===== src/rtl/ctrl_pkg.sv =====
// Shared encodings for the multicycle controller: state codes, opcodes,
// datapath mux codes and the packed control word handed to the datapath.
package ctrl_pkg;

  typedef enum logic [3:0] {
    S_FETCH    = 4'd0,
    S_DECODE   = 4'd1,
    S_MEM_ADDR = 4'd2,
    S_MEM_RD   = 4'd3,
    S_MEM_WB   = 4'd4,
    S_MEM_WR   = 4'd5,
    S_R_EX     = 4'd6,
    S_R_WB     = 4'd7,
    S_BRANCH   = 4'd8,
    S_JUMP     = 4'd9,
    S_ADDI_EX  = 4'd10,
    S_ADDI_WB  = 4'd11,
    S_HALT     = 4'd12
  } state_t;

  localparam logic [5:0] OP_R    = 6'h00;
  localparam logic [5:0] OP_LW   = 6'h23;
  localparam logic [5:0] OP_SW   = 6'h2B;
  localparam logic [5:0] OP_BEQ  = 6'h04;
  localparam logic [5:0] OP_ADDI = 6'h08;
  localparam logic [5:0] OP_J    = 6'h02;

  localparam logic [1:0] ALU_ADD   = 2'b00;
  localparam logic [1:0] ALU_SUB   = 2'b01;
  localparam logic [1:0] ALU_FUNCT = 2'b10;

  localparam logic [1:0] SRCB_B    = 2'b00;
  localparam logic [1:0] SRCB_4    = 2'b01;
  localparam logic [1:0] SRCB_IMM  = 2'b10;
  localparam logic [1:0] SRCB_IMM4 = 2'b11;

  localparam logic [1:0] PCS_ALU    = 2'b00;
  localparam logic [1:0] PCS_ALUOUT = 2'b01;
  localparam logic [1:0] PCS_JUMP   = 2'b10;

  typedef struct packed {
    logic       pc_write;
    logic       pc_write_cond;
    logic       i_or_d;
    logic       mem_read;
    logic       mem_write;
    logic       ir_write;
    logic       reg_dst;
    logic       mem_to_reg;
    logic       reg_write;
    logic       alu_src_a;
    logic [1:0] alu_src_b;
    logic [1:0] alu_op;
    logic [1:0] pc_source;
    logic       instr_done;
    logic       halted;
  } ctrl_t;

endpackage


===== src/rtl/ctrl_out_decode.sv =====
// Moore output decode: registered state (plus mem_ready for the memory
// steps) to the full datapath control word.
module ctrl_out_decode
  import ctrl_pkg::*;
(
  input  state_t st,
  input  logic   rdy,
  output ctrl_t  ctrl
);

  always_comb begin
    ctrl = '0;
    case (st)
      S_FETCH: begin
        ctrl.mem_read  = 1'b1;
        ctrl.alu_src_b = SRCB_4;
        ctrl.alu_op    = ALU_ADD;
        ctrl.pc_source = PCS_ALU;
        // IR and PC+4 only commit in the cycle the fetch actually lands
        ctrl.ir_write  = rdy;
        ctrl.pc_write  = rdy;
      end
      S_DECODE: begin
        ctrl.alu_src_b = SRCB_IMM4;
        ctrl.alu_op    = ALU_ADD;
      end
      S_MEM_ADDR: begin
        ctrl.alu_src_a = 1'b1;
        ctrl.alu_src_b = SRCB_IMM;
        ctrl.alu_op    = ALU_ADD;
      end
      S_MEM_RD: begin
        ctrl.mem_read = 1'b1;
        ctrl.i_or_d   = 1'b1;
      end
      S_MEM_WB: begin
        ctrl.reg_write  = 1'b1;
        ctrl.mem_to_reg = 1'b1;
        ctrl.instr_done = 1'b1;
      end
      S_MEM_WR: begin
        ctrl.mem_write  = 1'b1;
        ctrl.i_or_d     = 1'b1;
        ctrl.instr_done = rdy;
      end
      S_R_EX: begin
        ctrl.alu_src_a = 1'b1;
        ctrl.alu_src_b = SRCB_B;
        ctrl.alu_op    = ALU_FUNCT;
      end
      S_R_WB: begin
        ctrl.reg_write  = 1'b1;
        ctrl.reg_dst    = 1'b1;
        ctrl.instr_done = 1'b1;
      end
      S_BRANCH: begin
        ctrl.alu_src_a     = 1'b1;
        ctrl.alu_src_b     = SRCB_B;
        ctrl.alu_op        = ALU_SUB;
        ctrl.pc_write_cond = 1'b1;
        ctrl.pc_source     = PCS_ALUOUT;
        ctrl.instr_done    = 1'b1;
      end
      S_JUMP: begin
        ctrl.pc_write   = 1'b1;
        ctrl.pc_source  = PCS_JUMP;
        ctrl.instr_done = 1'b1;
      end
      S_ADDI_EX: begin
        ctrl.alu_src_a = 1'b1;
        ctrl.alu_src_b = SRCB_IMM;
        ctrl.alu_op    = ALU_ADD;
      end
      S_ADDI_WB: begin
        ctrl.reg_write  = 1'b1;
        ctrl.instr_done = 1'b1;
      end
      default: ctrl.halted = 1'b1;  // HALT and unused codes
    endcase
  end

endmodule


===== src/rtl/multicycle_ctrl.sv =====
// Multicycle control FSM: state register and opcode-driven sequencing;
// the control word itself comes from ctrl_out_decode.
module multicycle_ctrl
  import ctrl_pkg::*;
#(
  parameter int OPW         = 6,
  parameter int STW         = 4,
  parameter int MEM_WAIT_EN = 1
) (
  input  logic           clock,
  input  logic           reset_n,
  input  logic [OPW-1:0] opcode,
  input  logic           mem_ready,
  output logic           pc_write,
  output logic           pc_write_cond,
  output logic           i_or_d,
  output logic           mem_read,
  output logic           mem_write,
  output logic           ir_write,
  output logic           reg_dst,
  output logic           mem_to_reg,
  output logic           reg_write,
  output logic           alu_src_a,
  output logic [1:0]     alu_src_b,
  output logic [1:0]     alu_op,
  output logic [1:0]     pc_source,
  output logic [STW-1:0] state,
  output logic           instr_done,
  output logic           halted
);

  state_t st_q, st_d;
  ctrl_t  ctrl;
  logic   rdy;

  assign rdy = (MEM_WAIT_EN != 0) ? mem_ready : 1'b1;

  always_ff @(posedge clock or negedge reset_n) begin
    if (!reset_n) st_q <= S_FETCH;
    else          st_q <= st_d;
  end

  always_comb begin
    st_d = st_q;
    case (st_q)
      S_FETCH:  if (rdy) st_d = S_DECODE;
      S_DECODE: begin
        if (opcode == OPW'(OP_LW) || opcode == OPW'(OP_SW)) st_d = S_MEM_ADDR;
        else if (opcode == OPW'(OP_R))    st_d = S_R_EX;
        else if (opcode == OPW'(OP_BEQ))  st_d = S_BRANCH;
        else if (opcode == OPW'(OP_J))    st_d = S_JUMP;
        else if (opcode == OPW'(OP_ADDI)) st_d = S_ADDI_EX;
        else                              st_d = S_HALT;
      end
      // IR is stable here, so the lw/sw split can be taken late
      S_MEM_ADDR: begin
        if (opcode == OPW'(OP_LW))      st_d = S_MEM_RD;
        else if (opcode == OPW'(OP_SW)) st_d = S_MEM_WR;
        else                            st_d = S_HALT;
      end
      S_MEM_RD:  if (rdy) st_d = S_MEM_WB;
      S_MEM_WR:  if (rdy) st_d = S_FETCH;
      S_R_EX:    st_d = S_R_WB;
      S_ADDI_EX: st_d = S_ADDI_WB;
      S_MEM_WB, S_R_WB, S_BRANCH, S_JUMP, S_ADDI_WB: st_d = S_FETCH;
      default:   st_d = S_HALT;
    endcase
  end

  ctrl_out_decode u_dec (
    .st   (st_q),
    .rdy  (rdy),
    .ctrl (ctrl)
  );

  assign pc_write      = ctrl.pc_write;
  assign pc_write_cond = ctrl.pc_write_cond;
  assign i_or_d        = ctrl.i_or_d;
  assign mem_read      = ctrl.mem_read;
  assign mem_write     = ctrl.mem_write;
  assign ir_write      = ctrl.ir_write;
  assign reg_dst       = ctrl.reg_dst;
  assign mem_to_reg    = ctrl.mem_to_reg;
  assign reg_write     = ctrl.reg_write;
  assign alu_src_a     = ctrl.alu_src_a;
  assign alu_src_b     = ctrl.alu_src_b;
  assign alu_op        = ctrl.alu_op;
  assign pc_source     = ctrl.pc_source;
  assign instr_done    = ctrl.instr_done;
  assign halted        = ctrl.halted;
  assign state         = STW'(st_q);

endmodule


===== config.mk =====
export PLATFORM = sky130hd
export DESIGN_NAME = multicycle_ctrl
export DESIGN_NICKNAME = d
export VERILOG_FILES = /design/src/rtl/ctrl_pkg.sv /design/src/rtl/ctrl_out_decode.sv /design/src/rtl/multicycle_ctrl.sv
export SDC_FILE = /design/constraint.sdc
export NUM_CORES = 1
export LEC_CHECK = 0
export ABC_AREA = 1
export CAP_MARGIN = 25
export CORE_MARGIN = 2
export CORE_UTILIZATION = 36
export DETAILED_ROUTE_END_ITERATION = 7
export PLACE_DENSITY = 0.73
export SYNTH_ARGS = -nofsm -noshare
export SYNTH_HDL_FRONTEND = slang
export SYNTH_SLANG_ARGS = --single-unit

===== constraint.sdc =====
create_clock -name clock -period 1.3 [get_ports clock]
set_input_delay 0.13 -clock clock [delete_from_list [all_inputs] [get_ports clock]]
set_output_delay 0.13 -clock clock [all_outputs]
set_load 0.005 [all_outputs]

==> impl_metrics.csv, run 1 <==
group,metric,value,unit
placement,place_area,1032,um2
synth,ys_warn_count,0,
synth,synth.avg_cell_area,5.330,um2
synth,synth-edff-count,0,
clock_tree,h-tree-depth,1,
synth,synth_top_area_cell,"nor2_1",
run_status,lastStage,"global routing",
clock_tree,cts_buffers,3,
clock_tree,clockBufferDepth,2,
synth,synth-main-ff-cell,"dfrtp_1",
synth,synth_nets,109,
synth,synth.yosys.seq_area_share,18.78,%
run_status,first-error,"[ERROR DPL-0038] Utilization greater than 100%, impossible to legalize",
global_route,grt_max_degree,6,
synth,ys_ff_latch,4,
sta,worstEndpointType,"output port",
clock_tree,cts_sinks,4,
synth,ys_top_cells_by_count,"nor2_1, nand2_1, inv_1",
synth,synthTopCellsByArea,"nor2_1, dfrtp_1, nand2_1, nand3_1, inv_1",
synth,syn_area,533.0,um2
synth,synth_top_area_share,19.01,%
die,dieWidth,42.48,um
die,start_util,39.48,%
synth,synthDistinctLibCells,18,
run_status,status,"aborted with a tool error",
die,pin_count,31,
synth,synthMostInstantiatedCell,"nor2_1",
clock_tree,clock-root-buffer,"clkbuf_4",
synth,netlist_instances,100,
sta,grt_repair_worst_endpoint,"instr_done",
die,die_h,42.48,um
placement,gp_congestion,0.8846,
die,rows,13,
placement,port_buffers,30,
placement,dpl.hpwl,1610,um
synth,async_flop_share,100.0,%
-- through the flow --
step,hold WS [ns],setup TNS (ns),cells,util (%),worst slack (ns)
CTS,0.1105,-2.102,184,92.40,-0.1845
detailed placement,0.3497,-4.374,169,76.46,-0.3841
global placement,0.3443,-3.905,169,76.46,-0.3490
floorplan,-0.1656,0,100,-,0.07493
-- cells by family after synthesis --
kind of cell,after synthesis,synth area share (%)
AOI/OAI and AO/OA,9,11.03
DFF,4,18.78
buffers and inverters,20,14.79
and+or+nand+nor,67,55.40
-- what timing repair did --
| item | 4_1_cts |
|---|---|
| hold endpoints to repair | 0 |
| hold buffers | 0 |
| setup buffers | 16 |
| pin swaps | 20 |
| endpoints found under the setup margin | 25 |
| gates resized for setup | 128 |
==> run 2, diff against run 1 <==
CORE_AREA = 2 2 63 65   (was default)
CORE_MARGIN = default   (was 2)
CORE_UTILIZATION = default   (was 36)
DIE_AREA = 0 0 65 67   (was default)
PLACE_DENSITY = default   (was 0.73)
PLACE_DENSITY_LB_ADDON = 0.15   (was default)
==> impl_metrics.csv, run 2 <==
group,metric,value,unit
drt,ant_nets,0,
placement,port_buffers,30,
flow_run,cap_violations,0,
layout,final_cell_mix,"buf_6, buf_4, nor2_1",
power,power.leakage,0.0007894,uW
critical_path,critPathLaunchType,"flop",
run_status,status,"complete, but fails checks",
critical_path,critPathSlowestCell,"dfrtp_1",
die,start_util,14.78,%
synth,synth_nets,109,
sta,slew-limit-headroom,81.62,%
sta,layout_min_cycle_time,1.484,ns
clock_tree,path_clk_slew,0.03,ns
synth,synth.yosys.seq_area_share,18.78,%
sta,rsz0062_at_grt,"yes",
synth,synthDistinctLibCells,18,
layout,fillers,364,
clock_tree,cts_tree,"yes",
layout,nets,191,
synth,synth_top_area_cell,"nor2_1",
drt,viasPerCell,3.956,
power,p_per_area,286.0,nW/um2
power,vdd_drop_max,0.0002112,V
run_status,violations,"negative setup slack",
die,pin_count,31,
synth,ys_ff_latch,4,
sta,fin_ws,-0.1843,ns
synth,synthTopCellsByArea,"nor2_1, dfrtp_1, nand2_1, nand3_1, inv_1",
placement,gp_congestion,0.8193,
global_route,grt_pass1_wl,4112,um
global_route,grt_pass1_vias,922,
min_path,hp-class,"in -> async",
critical_path,cp-startpoint,"state[3]$_DFFE_PN0P_",
placement,dpl.hpwl,1753,um
drt,drt_iter0_markers,30,
synth,netlist_instances,100,
synth,synth-edff-count,0,
global_route,grt_max_degree,6,
clock_tree,cts_sinks,4,
synth,ys_warn_count,0,
synth,syn_area,533.0,um2
layout,area_growth,187.3,%
synth,synth.avg_cell_area,5.330,um2
die,rows,22,
critical_path,r2r_slack,-0.11,ns
placement,dp_slack,-0.3460,ns
die,dieWidth,65,um
clock_tree,h-tree-depth,1,
critical_path,worstReg2RegStart,"state[0]$_DFFE_PN0P_",
clock_tree,cts_buffers,3,
global_route,grt_antenna_before_repair,0,
layout,drive_gt1_share,65.56,%
sta,worstMarginPinSlew,0.2748,ns
critical_path,critPathCapture,"instr_done",
die,die_h,67,um
critical_path,r2r_cells,11,
clock_tree,clockBufferDepth,2,
sta,drv_slew,0,
die,dieArea,4355,um2
critical_path,max_stage_delay,0.39,ns
sta,clock.fmax,673.7,MHz
synth,synth_top_area_share,19.01,%
critical_path,worst-path-buf-inv,3,
power,total_power,437.9,uW
layout,largest_register_ffs,4,
sta,timing.hold.ws,0.1269,ns
critical_path,cp.required,1.17,ns
sta,final.setup_skew,0.003870,ns
critical_path,cp.depth,8,
critical_path,crit_fanout,3,
critical_path,r2r-end,"state[2]$_DFFE_PN0P_",
critical_path,crit_chain,"inv_2 > buf_6 > nand2_4 > nor2_4 > o21bai_4 > a21oi_2 > o21ai_1 > buf_2",
layout,final_common_cell,"buf_6",
sta,final-hold-violation-count,0,
layout,antenna_cells,0,
synth,ys_top_cells_by_count,"nor2_1, nand2_1, inv_1",
drt,dr.pass1.iters,4,
critical_path,cp-end-kind,"output pin",
synth,async_flop_share,100.0,%
drt,num_vias,902,
drt,wirelength,2506,um
synth,synthMostInstantiatedCell,"nor2_1",
global_route,gr-total-overflow,0,
critical_path,cp_data_arrival_time,1.35,ns
critical_path,criticalPathCategory,"reg -> out",
clock_tree,clock-root-buffer,"clkbuf_8",
global_route,grt.total_usage,12.19,%
die,core,3606,um2
synth,synth-main-ff-cell,"dfrtp_1",
critical_path,critPathTopFamily,"flip-flops",
layout,multi_input_area,564.3,um2
layout,regArea,101.3,um2
sta,setup_viol,22,
drt,drc,0,
drt,wl_per_cell,10.99,um
sta,min_period_over_period,114.2,%
clock_tree,clock_latency,0.21,ns
[run 2: cell counts after synthesis]
No cell type changed its count.
[run 2: per-layer routing]
metal	vias to the layer above	wire, um	GRT usage (%)
met3	2	127	2.872
met4	0	14	3.989
met2	25	1364	22.81
li1	472	-	-
met5	-	0	0
met1	403	1000	13.45
[run 2: through the flow]
step	utilization [%]	cell area [um2]	std cells	TNS (ns)
floorplan	-	533.0	100	0
global placement	30.19	1089	204	-4.898
detailed placement	30.19	1089	204	-4.978
CTS	40.53	1461	225	-2.184
global route	42.47	1531	228	-4.026
finish	42.47	1531	228	-2.427
[run 2: repair_timing]
item / 4_1_cts / 5_1_grt
pin swaps: 27 / 7
endpoints found under the setup margin: 26 / 25
setup buffers: 21 / 4
endpoints found under the hold margin: 0 / 0
resized for setup: 148 / 17
hold buffers: 0 / 0
[run 2: worst min-delay path by stage]
stage	end
after floorplan	state[0]$_DFFE_PN0P_
after global placement	state[0]$_DFFE_PN0P_
after detailed placement	state[0]$_DFFE_PN0P_
after CTS	state[0]$_DFFE_PN0P_
after global routing	state[0]$_DFFE_PN0P_
final	state[0]$_DFFE_PN0P_
[run 2: area by class of cell]
type | instances | share of cell area [%]
Inverter | 19 | 5.147
Timing Repair Buffer | 78 | 44.77
Sequential cell | 4 | 6.618
Multi-Input combinational cell | 76 | 36.85
Tap cell | 48 | 3.922
Clock buffer | 3 | 2.696
[run 2: kinds of logic (layout without fill, tap and decap cells)]
family | Yosys count | in the layout | share of synthesized area, %
and+or+nand+nor | 67 | 67 | 55.40
buffers and inverters | 20 | 100 | 14.79
AOI/OAI and AO/OA | 9 | 9 | 11.03
DFF | 4 | 4 | 18.78
[run 2: where the power goes]
part	switching [uW]	internal (uW)	leakage, uW
sequential	0	125	0.0000451
combinational	26.6	30.9	0.000723
clock	58.2	197	0.0000216
No activity file was read; power rests on OpenSTA's default activity.
==> run 3, diff against run 2 <==
RECOVER_POWER = 50   (was default)
==> impl_metrics.csv, run 3 (same netlist as run 2, synthesis figures left out) <==
group,metric,value,unit
run_status,status,"complete, but fails checks",
run_status,violations,"negative setup slack",
power,seqPwrFrac,28.7,%
power,swShare,19.39,%
critical_path,cp.depth,8,
critical_path,crit_fanout,3,
sta,worstMarginPinSlew,0.2748,ns
sta,drv_slew,0,
die,start_util,14.78,%
global_route,grt_pass1_vias,922,
sta,fin_ws,-0.1843,ns
sta,rsz0062_at_grt,"yes",
drt,dr.pass1.iters,4,
layout,antenna_cells,0,
drt,drc,0,
sta,slew-limit-headroom,81.62,%
die,pin_count,31,
clock_tree,clock_latency,0.21,ns
sta,clock.fmax,673.7,MHz
layout,largest_register_ffs,4,
sta,min_period_over_period,114.2,%
critical_path,r2r_slack,-0.11,ns
critical_path,critPathSlowestCell,"dfrtp_1",
placement,dp_slack,-0.3460,ns
critical_path,max_stage_delay,0.39,ns
layout,multi_input_area,564.3,um2
power,p_comb_share,13.0,%
layout,area_growth,187.3,%
clock_tree,path_clk_slew,0.03,ns
placement,place_inst,204,
sta,final.setup_skew,0.003870,ns
die,dieArea,4355,um2
critical_path,r2r_cells,11,
critical_path,critPathTopFamily,"flip-flops",
critical_path,r2r-end,"state[2]$_DFFE_PN0P_",
power,vdd_drop_max,0.0002112,V
sta,setup_viol,22,
global_route,gr-total-overflow,0,
layout,nets,191,
die,dieWidth,65,um
clock_tree,clock-root-buffer,"clkbuf_8",
global_route,grt_antenna_before_repair,0,
clock_tree,cts_buffers,3,
layout,drive_gt1_share,65.56,%
clock_tree,cts_tree,"yes",
layout,final_common_cell,"buf_6",
global_route,grt_max_degree,6,
sta,layout_min_cycle_time,1.484,ns
critical_path,critPathLaunchType,"flop",
critical_path,cp.required,1.17,ns
power,p_per_area,285.6,nW/um2
critical_path,cp-end-kind,"output pin",
drt,wirelength,2506,um
clock_tree,clockBufferDepth,2,
layout,fillers,364,
global_route,grt_pass1_wl,4112,um
die,die_h,67,um
critical_path,crit_chain,"inv_2 > buf_6 > nand2_4 > nor2_4 > o21bai_4 > a21oi_2 > o21ai_1 > buf_2",
critical_path,worst-path-buf-inv,3,
power,internal_power,352.5,uW
placement,dpl.hpwl,1753,um
critical_path,critPathCapture,"instr_done",
drt,ant_nets,0,
drt,viasPerCell,3.956,
placement,gp_congestion,0.8193,
die,core,3606,um2
drt,drt_iter0_markers,30,
power,power.leakage,0.0007896,uW
layout,final_cell_mix,"buf_6, buf_4, nor2_1",
global_route,grt.total_usage,12.19,%
power,clockPowerShare,58.3,%
die,rows,22,
min_path,hp-class,"in -> async",
placement,port_buffers,30,
critical_path,worstReg2RegStart,"state[0]$_DFFE_PN0P_",
sta,final-hold-violation-count,0,
drt,wl_per_cell,10.99,um
layout,finish.instance_area,1531,um2
critical_path,cp-startpoint,"state[3]$_DFFE_PN0P_",
clock_tree,cts_sinks,4,
power,power_switching,84.81,uW
layout,regArea,101.3,um2
critical_path,cp_data_arrival_time,1.35,ns
clock_tree,h-tree-depth,1,
layout,fin_cells,228,
critical_path,criticalPathCategory,"reg -> out",
flow_run,cap_violations,0,
placement,place_area,1089,um2
drt,num_vias,902,
run 3: changes by cell type in the layout (fill, tap and decap cells not counted), sizes merged:
cell | before | now
clkdlybuf4s50 | 9 | 8
dlygate4sd3 | 0 | 1
run 3: layout make-up:
cell class	count	share of cell area, %
clock buffer	3	2.696
inverter	19	5.147
multi-input combinational	76	36.85
sequential	4	6.618
tap	48	3.922
timing repair buffer	78	44.77
run 3: metal layers:
metal | routed length, um | global-route usage (%) | vias to the layer above
li1 | - | - | 472
met1 | 1000 | 13.45 | 403
met2 | 1364 | 22.81 | 25
met3 | 127 | 2.872 | 2
met4 | 14 | 3.989 | 0
met5 | 0 | 0 | -
run 3: timing repair:
| action | CTS | global route |
|---|---|---|
| endpoints found under the setup margin | 26 | 25 |
| pin swaps | 27 | 7 |
| resized for setup | 148 | 17 |
| hold buffers | 0 | 0 |
| buffers inserted | 21 | 4 |
run 3: worst min-delay path by stage:
stage | startpoint | to | slack, ns | cells past startpoint
final | reset_n | state[0]$_DFFE_PN0P_ | 0.20 | 1
after global routing | reset_n | state[0]$_DFFE_PN0P_ | 0.20 | 1
after CTS | reset_n | state[0]$_DFFE_PN0P_ | 0.13 | 1
after detailed placement | reset_n | state[0]$_DFFE_PN0P_ | 0.35 | 1
after global placement | reset_n | state[0]$_DFFE_PN0P_ | 0.35 | 1
after floorplan | reset_n | state[0]$_DFFE_PN0P_ | -0.17 | 0
run 3: metrics by stage:
step	utilization (%)	total power, uW	TNS (ns)	hold WS [ns]
after global routing	42.47	469.4	-4.026	0.2024
after detailed placement	30.19	182.8	-4.978	0.3534
final	42.47	437.3	-2.427	0.1971
after CTS	40.53	446.6	-2.184	0.1256
after floorplan	-	143.8	0	-0.1656
after global placement	30.19	181.8	-4.898	0.3521
run 3: power groups by stage:
stage	Sequential (uW)	Clock, uW	Combinational (uW)
2_1_floorplan	127	0	17.0
3_3_place_gp	127	0	55.0
3_5_place_dp	127	0	56.0
4_1_cts	125	263	58.0
5_1_grt	125	282	62.5
6_report	125	255	56.9
run 3: worst reg2reg max path: stages, from the launching register on:
cell and delay, ns:
dfrtp_1 0.39, buf_6 0.13, buf_8 0.13, nand2_8 0.07, inv_2 0.04, nand2_4 0.08, buf_6 0.10, nand2_4 0.04
nand2_4 0.08, nand3_2 0.08, nor2_2 0.10, nor2_1 0.04
